[src/rtl/lsu_pkg.sv]
// Shared definitions for the memory-stage load-store unit: FSM states and the
// default widths used by the pipeline registers around it.
package lsu_pkg;

   localparam int LSU_DATA_W   = 16;
   localparam int LSU_ADDR_W   = 16;
   localparam int LSU_RD_W     = 3;
   localparam int LSU_SQ_DEPTH = 4;

   typedef enum logic [1:0] {
      IDLE       = 2'd0,
      LOAD_WAIT  = 2'd1,
      DRAIN_WAIT = 2'd2
   } lsu_state_e;

endpackage

[src/rtl/lsu_sq_fifo.sv]
// Store queue circular buffer with a combinational youngest-match search port
// used for store-to-load forwarding.
module lsu_sq_fifo
#(
   parameter int ADDR_W = 16,
   parameter int DATA_W = 16,
   parameter int DEPTH  = 4
) (
   input  logic              clock,
   input  logic              reset,
   input  logic              push,
   input  logic [ADDR_W-1:0] push_addr,
   input  logic [DATA_W-1:0] push_data,
   input  logic              pop,
   output logic              full,
   output logic              empty,
   output logic [ADDR_W-1:0] head_addr,
   output logic [DATA_W-1:0] head_data,
   input  logic [ADDR_W-1:0] srch_addr,
   output logic              srch_hit,
   output logic [DATA_W-1:0] srch_data
);

   localparam int IDX_W = $clog2(DEPTH);
   localparam int PTR_W = IDX_W + 1;

   // Pointers carry one extra MSB so full and empty are distinguishable.
   logic [PTR_W-1:0]  wr_ptr;
   logic [PTR_W-1:0]  rd_ptr;
   logic [IDX_W-1:0]  wr_idx;
   logic [IDX_W-1:0]  rd_idx;
   logic [IDX_W-1:0]  scan_idx;
   logic [ADDR_W-1:0] addr_q [DEPTH];
   logic [DATA_W-1:0] data_q [DEPTH];
   logic [DEPTH-1:0]  vld_q;

   assign wr_idx    = wr_ptr[IDX_W-1:0];
   assign rd_idx    = rd_ptr[IDX_W-1:0];
   assign empty     = (wr_ptr == rd_ptr);
   assign full      = (wr_ptr[IDX_W] != rd_ptr[IDX_W]) && (wr_idx == rd_idx);
   assign head_addr = addr_q[rd_idx];
   assign head_data = data_q[rd_idx];

   always_ff @(posedge clock or negedge reset) begin
      if (!reset) begin
         wr_ptr <= '0;
         rd_ptr <= '0;
         vld_q  <= '0;
         for (int i = 0; i < DEPTH; i++) begin
            addr_q[i] <= '0;
            data_q[i] <= '0;
         end
      end else begin
         if (push && !full) begin
            addr_q[wr_idx] <= push_addr;
            data_q[wr_idx] <= push_data;
            vld_q[wr_idx]  <= 1'b1;
            wr_ptr         <= wr_ptr + 1'b1;
         end
         if (pop && !empty) begin
            vld_q[rd_idx] <= 1'b0;
            rd_ptr        <= rd_ptr + 1'b1;
         end
      end
   end

   // Walk from tail-1 back toward head; the first valid match is the youngest.
   always_comb begin
      srch_hit  = 1'b0;
      srch_data = '0;
      scan_idx  = '0;
      for (int i = 1; i <= DEPTH; i++) begin
         scan_idx = wr_idx - IDX_W'(i);
         if (!srch_hit && vld_q[scan_idx] && (addr_q[scan_idx] == srch_addr)) begin
            srch_hit  = 1'b1;
            srch_data = data_q[scan_idx];
         end
      end
   end

endmodule

[src/rtl/lsu_store_queue.sv]
// Memory-stage load-store unit: core request/response, store queue with
// forwarding, and a single-outstanding memory port that drains stores when idle.
module lsu_store_queue
   import lsu_pkg::*;
#(
   parameter int DATA_W   = LSU_DATA_W,
   parameter int ADDR_W   = LSU_ADDR_W,
   parameter int RD_W     = LSU_RD_W,
   parameter int SQ_DEPTH = LSU_SQ_DEPTH
) (
   input  logic              clock,
   input  logic              reset,
   input  logic              req_valid,
   output logic              req_ready,
   input  logic              req_is_store,
   input  logic [ADDR_W-1:0] req_addr,
   input  logic [DATA_W-1:0] req_wdata,
   input  logic [RD_W-1:0]   req_rd,
   output logic              rsp_valid,
   output logic [DATA_W-1:0] rsp_data,
   output logic [RD_W-1:0]   rsp_rd,
   output logic              sq_empty,
   output logic              mem_req,
   output logic              mem_we,
   output logic [ADDR_W-1:0] mem_addr,
   output logic [DATA_W-1:0] mem_wdata,
   input  logic              mem_ack,
   input  logic [DATA_W-1:0] mem_rdata,
   output lsu_state_e        dbg_state
);

   // Handshakes: a core request transfers on a rising edge with req_valid && req_ready,
   // and req_ready depends only on registered state. mem_req holds address/data/we
   // stable until the edge where mem_ack is high, then drops the following cycle.
   lsu_state_e        state;
   logic              sq_full;
   logic              sq_fifo_empty;
   logic              accept;
   logic              push;
   logic              pop;
   logic              ld_acc;
   logic              srch_hit;
   logic [ADDR_W-1:0] head_addr;
   logic [DATA_W-1:0] head_data;
   logic [DATA_W-1:0] srch_data;
   logic [RD_W-1:0]   ld_rd;

   assign req_ready = (state == IDLE) && !sq_full;
   assign accept    = req_valid && req_ready;
   assign push      = accept && req_is_store;
   assign ld_acc    = accept && !req_is_store;
   assign pop       = (state == DRAIN_WAIT) && mem_ack;
   assign sq_empty  = sq_fifo_empty && (state != DRAIN_WAIT);
   assign dbg_state = state;

   lsu_sq_fifo #(
      .ADDR_W (ADDR_W),
      .DATA_W (DATA_W),
      .DEPTH  (SQ_DEPTH)
   ) u_sq (
      .clock     (clock),
      .reset     (reset),
      .push      (push),
      .push_addr (req_addr),
      .push_data (req_wdata),
      .pop       (pop),
      .full      (sq_full),
      .empty     (sq_fifo_empty),
      .head_addr (head_addr),
      .head_data (head_data),
      .srch_addr (req_addr),
      .srch_hit  (srch_hit),
      .srch_data (srch_data)
   );

   always_ff @(posedge clock or negedge reset) begin
      if (!reset) begin
         state     <= IDLE;
         rsp_valid <= 1'b0;
         rsp_data  <= '0;
         rsp_rd    <= '0;
         ld_rd     <= '0;
         mem_req   <= 1'b0;
         mem_we    <= 1'b0;
         mem_addr  <= '0;
         mem_wdata <= '0;
      end else begin
         rsp_valid <= 1'b0;
         case (state)
            IDLE: begin
               if (ld_acc) begin
                  if (srch_hit) begin
                     rsp_valid <= 1'b1;
                     rsp_data  <= srch_data;
                     rsp_rd    <= req_rd;
                  end else begin
                     state     <= LOAD_WAIT;
                     ld_rd     <= req_rd;
                     mem_req   <= 1'b1;
                     mem_we    <= 1'b0;
                     mem_addr  <= req_addr;
                     mem_wdata <= '0;
                  end
               end else if (!accept && !sq_fifo_empty) begin
                  // Drains only use cycles the core left empty.
                  state     <= DRAIN_WAIT;
                  mem_req   <= 1'b1;
                  mem_we    <= 1'b1;
                  mem_addr  <= head_addr;
                  mem_wdata <= head_data;
               end
            end
            LOAD_WAIT: begin
               if (mem_ack) begin
                  state     <= IDLE;
                  rsp_valid <= 1'b1;
                  rsp_data  <= mem_rdata;
                  rsp_rd    <= ld_rd;
                  mem_req   <= 1'b0;
                  mem_we    <= 1'b0;
                  mem_addr  <= '0;
                  mem_wdata <= '0;
               end
            end
            DRAIN_WAIT: begin
               if (mem_ack) begin
                  state     <= IDLE;
                  mem_req   <= 1'b0;
                  mem_we    <= 1'b0;
                  mem_addr  <= '0;
                  mem_wdata <= '0;
               end
            end
            default: begin
               state   <= IDLE;
               mem_req <= 1'b0;
               mem_we  <= 1'b0;
            end
         endcase
      end
   end

endmodule

[config.mk]
export PLATFORM = sky130hd
export DESIGN_NAME = lsu_store_queue
export DESIGN_NICKNAME = d
export VERILOG_FILES = /design/src/rtl/lsu_pkg.sv /design/src/rtl/lsu_sq_fifo.sv /design/src/rtl/lsu_store_queue.sv
export SDC_FILE = /design/constraint.sdc
export NUM_CORES = 1
export LEC_CHECK = 0
export CORE_MARGIN = 2
export CORE_UTILIZATION = 50
export DETAILED_ROUTE_END_ITERATION = 8
export PLACE_DENSITY = 0.73
export SLEW_MARGIN = 20
export SYNTH_ARGS = -nofsm -noshare
export SYNTH_HDL_FRONTEND = slang
export SYNTH_SLANG_ARGS = --single-unit
[constraint.sdc]
create_clock -name clock -period 4.5 [get_ports clock]
set_clock_uncertainty 0.15 [all_clocks]
set_input_delay 0.675 -clock clock [delete_from_list [all_inputs] [get_ports clock]]
set_output_delay 0.675 -clock clock [all_outputs]
set_load 0.01 [all_outputs]
==> impl_metrics.py, run 1 <==
metrics = {
    "status": {
        "outcome": "complete, no violations",
    },
    "placed_design": {
        "port_buffers": 113,
        "post-dp-hpwl_um": 23510,
        "gp_congestion": 0.8257,
    },
    "pwr": {
        "comb_power_share_pct": 60.6,
        "powerDensity_nw_per_um2": 828.4,
        "sequentialPowerShare_pct": 27.7,
        "leakage_nw": 6.539,
        "pwr-share-clk_pct": 11.8,
        "swShare_pct": 39.93,
        "p_int_mw": 7.903,
        "switching_power_mw": 5.253,
        "peakVddDrop_mv": 0.5314,
    },
    "worst_setup_path": {
        "cp-start-kind": "flop",
        "rr_worst_depth": 11,
        "rr_endpoint": "rsp_data[7]",
        "worstPathArrival_ps": 4190,
        "cp.required_ps": 4670,
        "crit_path_max_fanout": 16,
        "crit_type": "flop to flop",
        "slowest_delay_ps": 490,
        "slowest_stage": "ha_2",
        "endpoint_kind": "flop",
        "cp_cell_sequence": "inv_1, ha_2, buf_4, mux4_2, xnor2_1, nand4_1, nor2_1, nand2_1, a41o_1, o31ai_1, a31oi_1",
        "reg2reg_slack_ps": 480,
        "r2r_start": "u_sq.wr_ptr[1]",
    },
    "global_routing": {
        "overflow": 0,
        "grt_pass1_vias": 9800,
        "met2_usage_pct": 42.16,
        "grt_pass1_wl_um": 56780,
        "met3_usage_pct": 3.909,
        "grt_max_degree": 89,
        "top_usage_layer": "met2",
        "grt_use_met1_pct": 33.76,
        "antenna_found_initial": 1,
        "track_usage_pct": 25.42,
    },
    "synthesis": {
        "synthCells": 1065,
        "ys_ff_latch": 196,
        "synth-edff-count": 0,
        "syn-num-nets": 1132,
        "yosysWarnings": 0,
        "synthTopCellsByArea": "dfrtp_1 35%, mux4_2 25%, mux2_2 11%",
        "syn_area_um2": 13870,
        "synth_cell_types": 56,
        "ys_seq_area_share_pct": 35.37,
        "syn_avg_cell_area_um2": 13.02,
        "synth_top_cell_area_share_pct": 35.37,
        "yosysTopAreaCell": "dfrtp_1",
        "async_reset_ff_share_pct": 100.0,
        "synth-main-ff-cell": "dfrtp_1",
    },
    "floorplan": {
        "dieArea_um2": 29080,
        "row_count": 60,
        "core_area_um2": 27100,
        "initial_core_util_pct": 51.17,
        "fp.dieH_um": 170.5,
        "die_w_um": 170.5,
        "num_io_pins": 114,
    },
    "route": {
        "drt-total-wl_um": 35870,
        "wl_per_cell_um": 23.61,
        "drc": 0,
        "viasPerCell": 6.487,
        "drtPass1Iterations": 5,
        "ant_nets": 0,
        "via_count": 9853,
        "drt_iter0_markers": 963,
    },
    "flow_run": {
        "cap_violations": 0,
    },
    "timing": {
        "max_slew_margin_pct": 47.76,
        "tightest_slew_ps": 783.6,
        "hold_violations": 0,
        "fmax_mhz": 248.6,
        "layout_min_cycle_time_ps": 4022,
        "setup_viol": 0,
        "rsz0062_at_grt": "false",
        "whs_ps": 112.0,
        "setup_tns_ps": 0,
        "finalMaxSlewViolations": 0,
        "fin_crit_sh_pct": 89.39,
    },
    "clocking": {
        "cts_resized": 0,
        "clock_latency_ps": 450,
        "clkTransAtPathRegs_ps": 80,
        "cts_tree": "built",
        "htreeDepth": 4,
        "numCtsBuffers": 17,
        "cts_buffer_depth": 2,
        "holdBufCountCts": 0,
        "cts_root_buf": "clkbuf_16",
        "cts.sinks": 196,
        "postCtsSetupBuffers": 0,
    },
    "finish": {
        "nets": 1200,
        "fill_cells": 2195,
        "area_growth_pct": 14.53,
        "drive_gt1_share_pct": 34.90,
    },
    "min_path": {
        "hold_class": "input pin to async pin",
    },
}
power by group through the flow:
stage / clock network, mW / registers [mW] / logic, mW
finish: 1.55 / 3.64 / 7.97
global route: 1.64 / 3.77 / 8.50
CTS: 1.57 / 3.60 / 8.01
detailed placement: 0 / 3.62 / 7.96
global placement: 0 / 3.54 / 7.84
floorplan: 0 / 3.36 / 6.25
cells by family after synthesis:
| group | count (synthesis) | share of synthesized area [%] |
|---|---|---|
| buffers and inverters | 148 | 5.125 |
| multiplexers | 334 | 40.22 |
| AO/OA/AOI/OAI | 118 | 6.569 |
| adder cells (fa/ha/maj) | 11 | 0.9925 |
| AND/OR/NAND/NOR | 181 | 6.857 |
| flip-flops | 196 | 35.37 |
| XOR/XNOR | 77 | 4.863 |
worst max-delay path by stage:
stage | from | end | slack (ps)
after floorplan | u_sq.wr_ptr[1] | rsp_rd[0] | 310
after global placement | req_addr[10] | rsp_data[7] | 420
after detailed placement | req_addr[10] | rsp_data[3] | 350
after CTS | u_sq.wr_ptr[1] | rsp_data[3] | 500
after global routing | u_sq.wr_ptr[1] | rsp_data[7] | 350
final | u_sq.wr_ptr[1] | rsp_data[7] | 480
cell type report:
| cell class | instances | area [µm²] | share of cell area [%] |
|---|---|---|---|
| repair buffers | 154 | 1496 | 9.423 |
| clock inverters | 15 | 162.7 | 1.024 |
| flip-flops and latches | 196 | 4913 | 30.94 |
| multi-input cells | 721 | 8254 | 51.97 |
| clock buffers | 17 | 425.4 | 2.679 |
| inverters | 43 | 161.4 | 1.016 |
| well taps | 372 | 465.4 | 2.931 |
| diodes | 1 | 2.502 | 0.01576 |
critical path, delay by kind of cell, from the launching register on:
| family | cells | cell delay (ps) |
|---|---|---|
| xor gates and xnor gates | 1 | 270 |
| and+or+nand+nor | 3 | 940 |
| buffers and inverters | 2 | 360 |
| AOI/OAI and AO/OA | 3 | 930 |
| muxes | 1 | 330 |
| DFF | 1 | 430 |
| adders and majority gates | 1 | 490 |
registers in the layout, indices dropped and copies added (netlist names), 3 cells and up:
signal and flops:
mem_wdata 16, rsp_rd 3, u_sq.data_q 64, u_sq.vld_q 4
u_sq.rd_ptr 3, mem_addr 16, u_sq.wr_ptr 3, u_sq.addr_q 64
ld_rd 3, rsp_data 16
cells in the final DEF, fill, tap and decap left out, drive strengths merged, types with 2 or more instances in the layout:
master | synthesis | routed
nand2 | 73 | 73
a2111oi | 2 | 2
a21oi | 24 | 24
nand3 | 6 | 6
o211ai | 2 | 2
clkbuf | 55 | 18
and4 | 2 | 2
o21ai | 12 | 12
a41o | 15 | 15
xnor2 | 65 | 65
nor3b | 15 | 15
o221ai | 2 | 2
o31ai | 15 | 15
buf | 50 | 41
clkdlybuf4s50 | 0 | 112
mux2i | 15 | 15
dfrtp | 196 | 196
nand4 | 11 | 11
mux2 | 166 | 166
inv | 43 | 51
nor3 | 18 | 18
a41oi | 16 | 16
ha | 11 | 11
xor2 | 12 | 12
and3 | 34 | 34
nand2b | 2 | 2
nor2b | 2 | 2
mux4 | 153 | 153
a31oi | 18 | 18
clkinv | 0 | 6
nor2 | 13 | 13
synth_stat cells (16+ instances only):
library cell and number:
dfrtp_1 196, mux4_2 153, mux2_2 130, nand2_1 72
xnor2_1 65, clkbuf_1 55, inv_1 43, and3_1 34
mux2_4 30, a21oi_1 24, nor3_1 18, a31oi_1 17
a41oi_1 16
metal layers:
metal	vias up	routed length (µm)
li1	4238	-
met1	5148	14460
met2	402	18300
met3	65	1976
met4	0	1131
met5	-	0
metrics by stage:
| stage | instances | utilization, % | instance area (µm²) | power, mW | worst slack, ps |
|---|---|---|---|---|---|
| floorplan | 1065 | - | 13870 | 9.613 | 312.6 |
| global placement | 1486 | 56.41 | 15290 | 11.38 | 418.0 |
| detailed placement | 1486 | 56.41 | 15290 | 11.58 | 345.6 |
| CTS | 1518 | 58.58 | 15880 | 13.18 | 496.2 |
| global route | 1519 | 58.60 | 15880 | 13.91 | 351.0 |
| finish | 1519 | 58.60 | 15880 | 13.16 | 477.5 |
Power figures use the tool's default switching activity.
==> inputs of run 2 (changes only) <==
--- a/config.mk
+++ b/config.mk
@@ -5,9 +5,11 @@
 export SDC_FILE = /design/constraint.sdc
 export NUM_CORES = 1
 export LEC_CHECK = 0
+export CAP_MARGIN = 20
 export CORE_MARGIN = 2
 export CORE_UTILIZATION = 50
 export DETAILED_ROUTE_END_ITERATION = 8
+export GPL_ROUTABILITY_DRIVEN = 1
 export PLACE_DENSITY = 0.73
 export SLEW_MARGIN = 20
 export SYNTH_ARGS = -nofsm -noshare
==> results of run 2 <==
The final DEF is identical to that of run 1; final timing and power are the same.
==> inputs of run 3 (changes only) <==
--- a/config.mk
+++ b/config.mk
@@ -11,6 +11,7 @@
 export DETAILED_ROUTE_END_ITERATION = 8
 export GPL_ROUTABILITY_DRIVEN = 1
 export PLACE_DENSITY = 0.73
+export SKIP_LAST_GASP = 1
 export SLEW_MARGIN = 20
 export SYNTH_ARGS = -nofsm -noshare
 export SYNTH_HDL_FRONTEND = slang
==> results of run 3 <==
The final DEF is identical to that of run 1; final timing and power are the same.
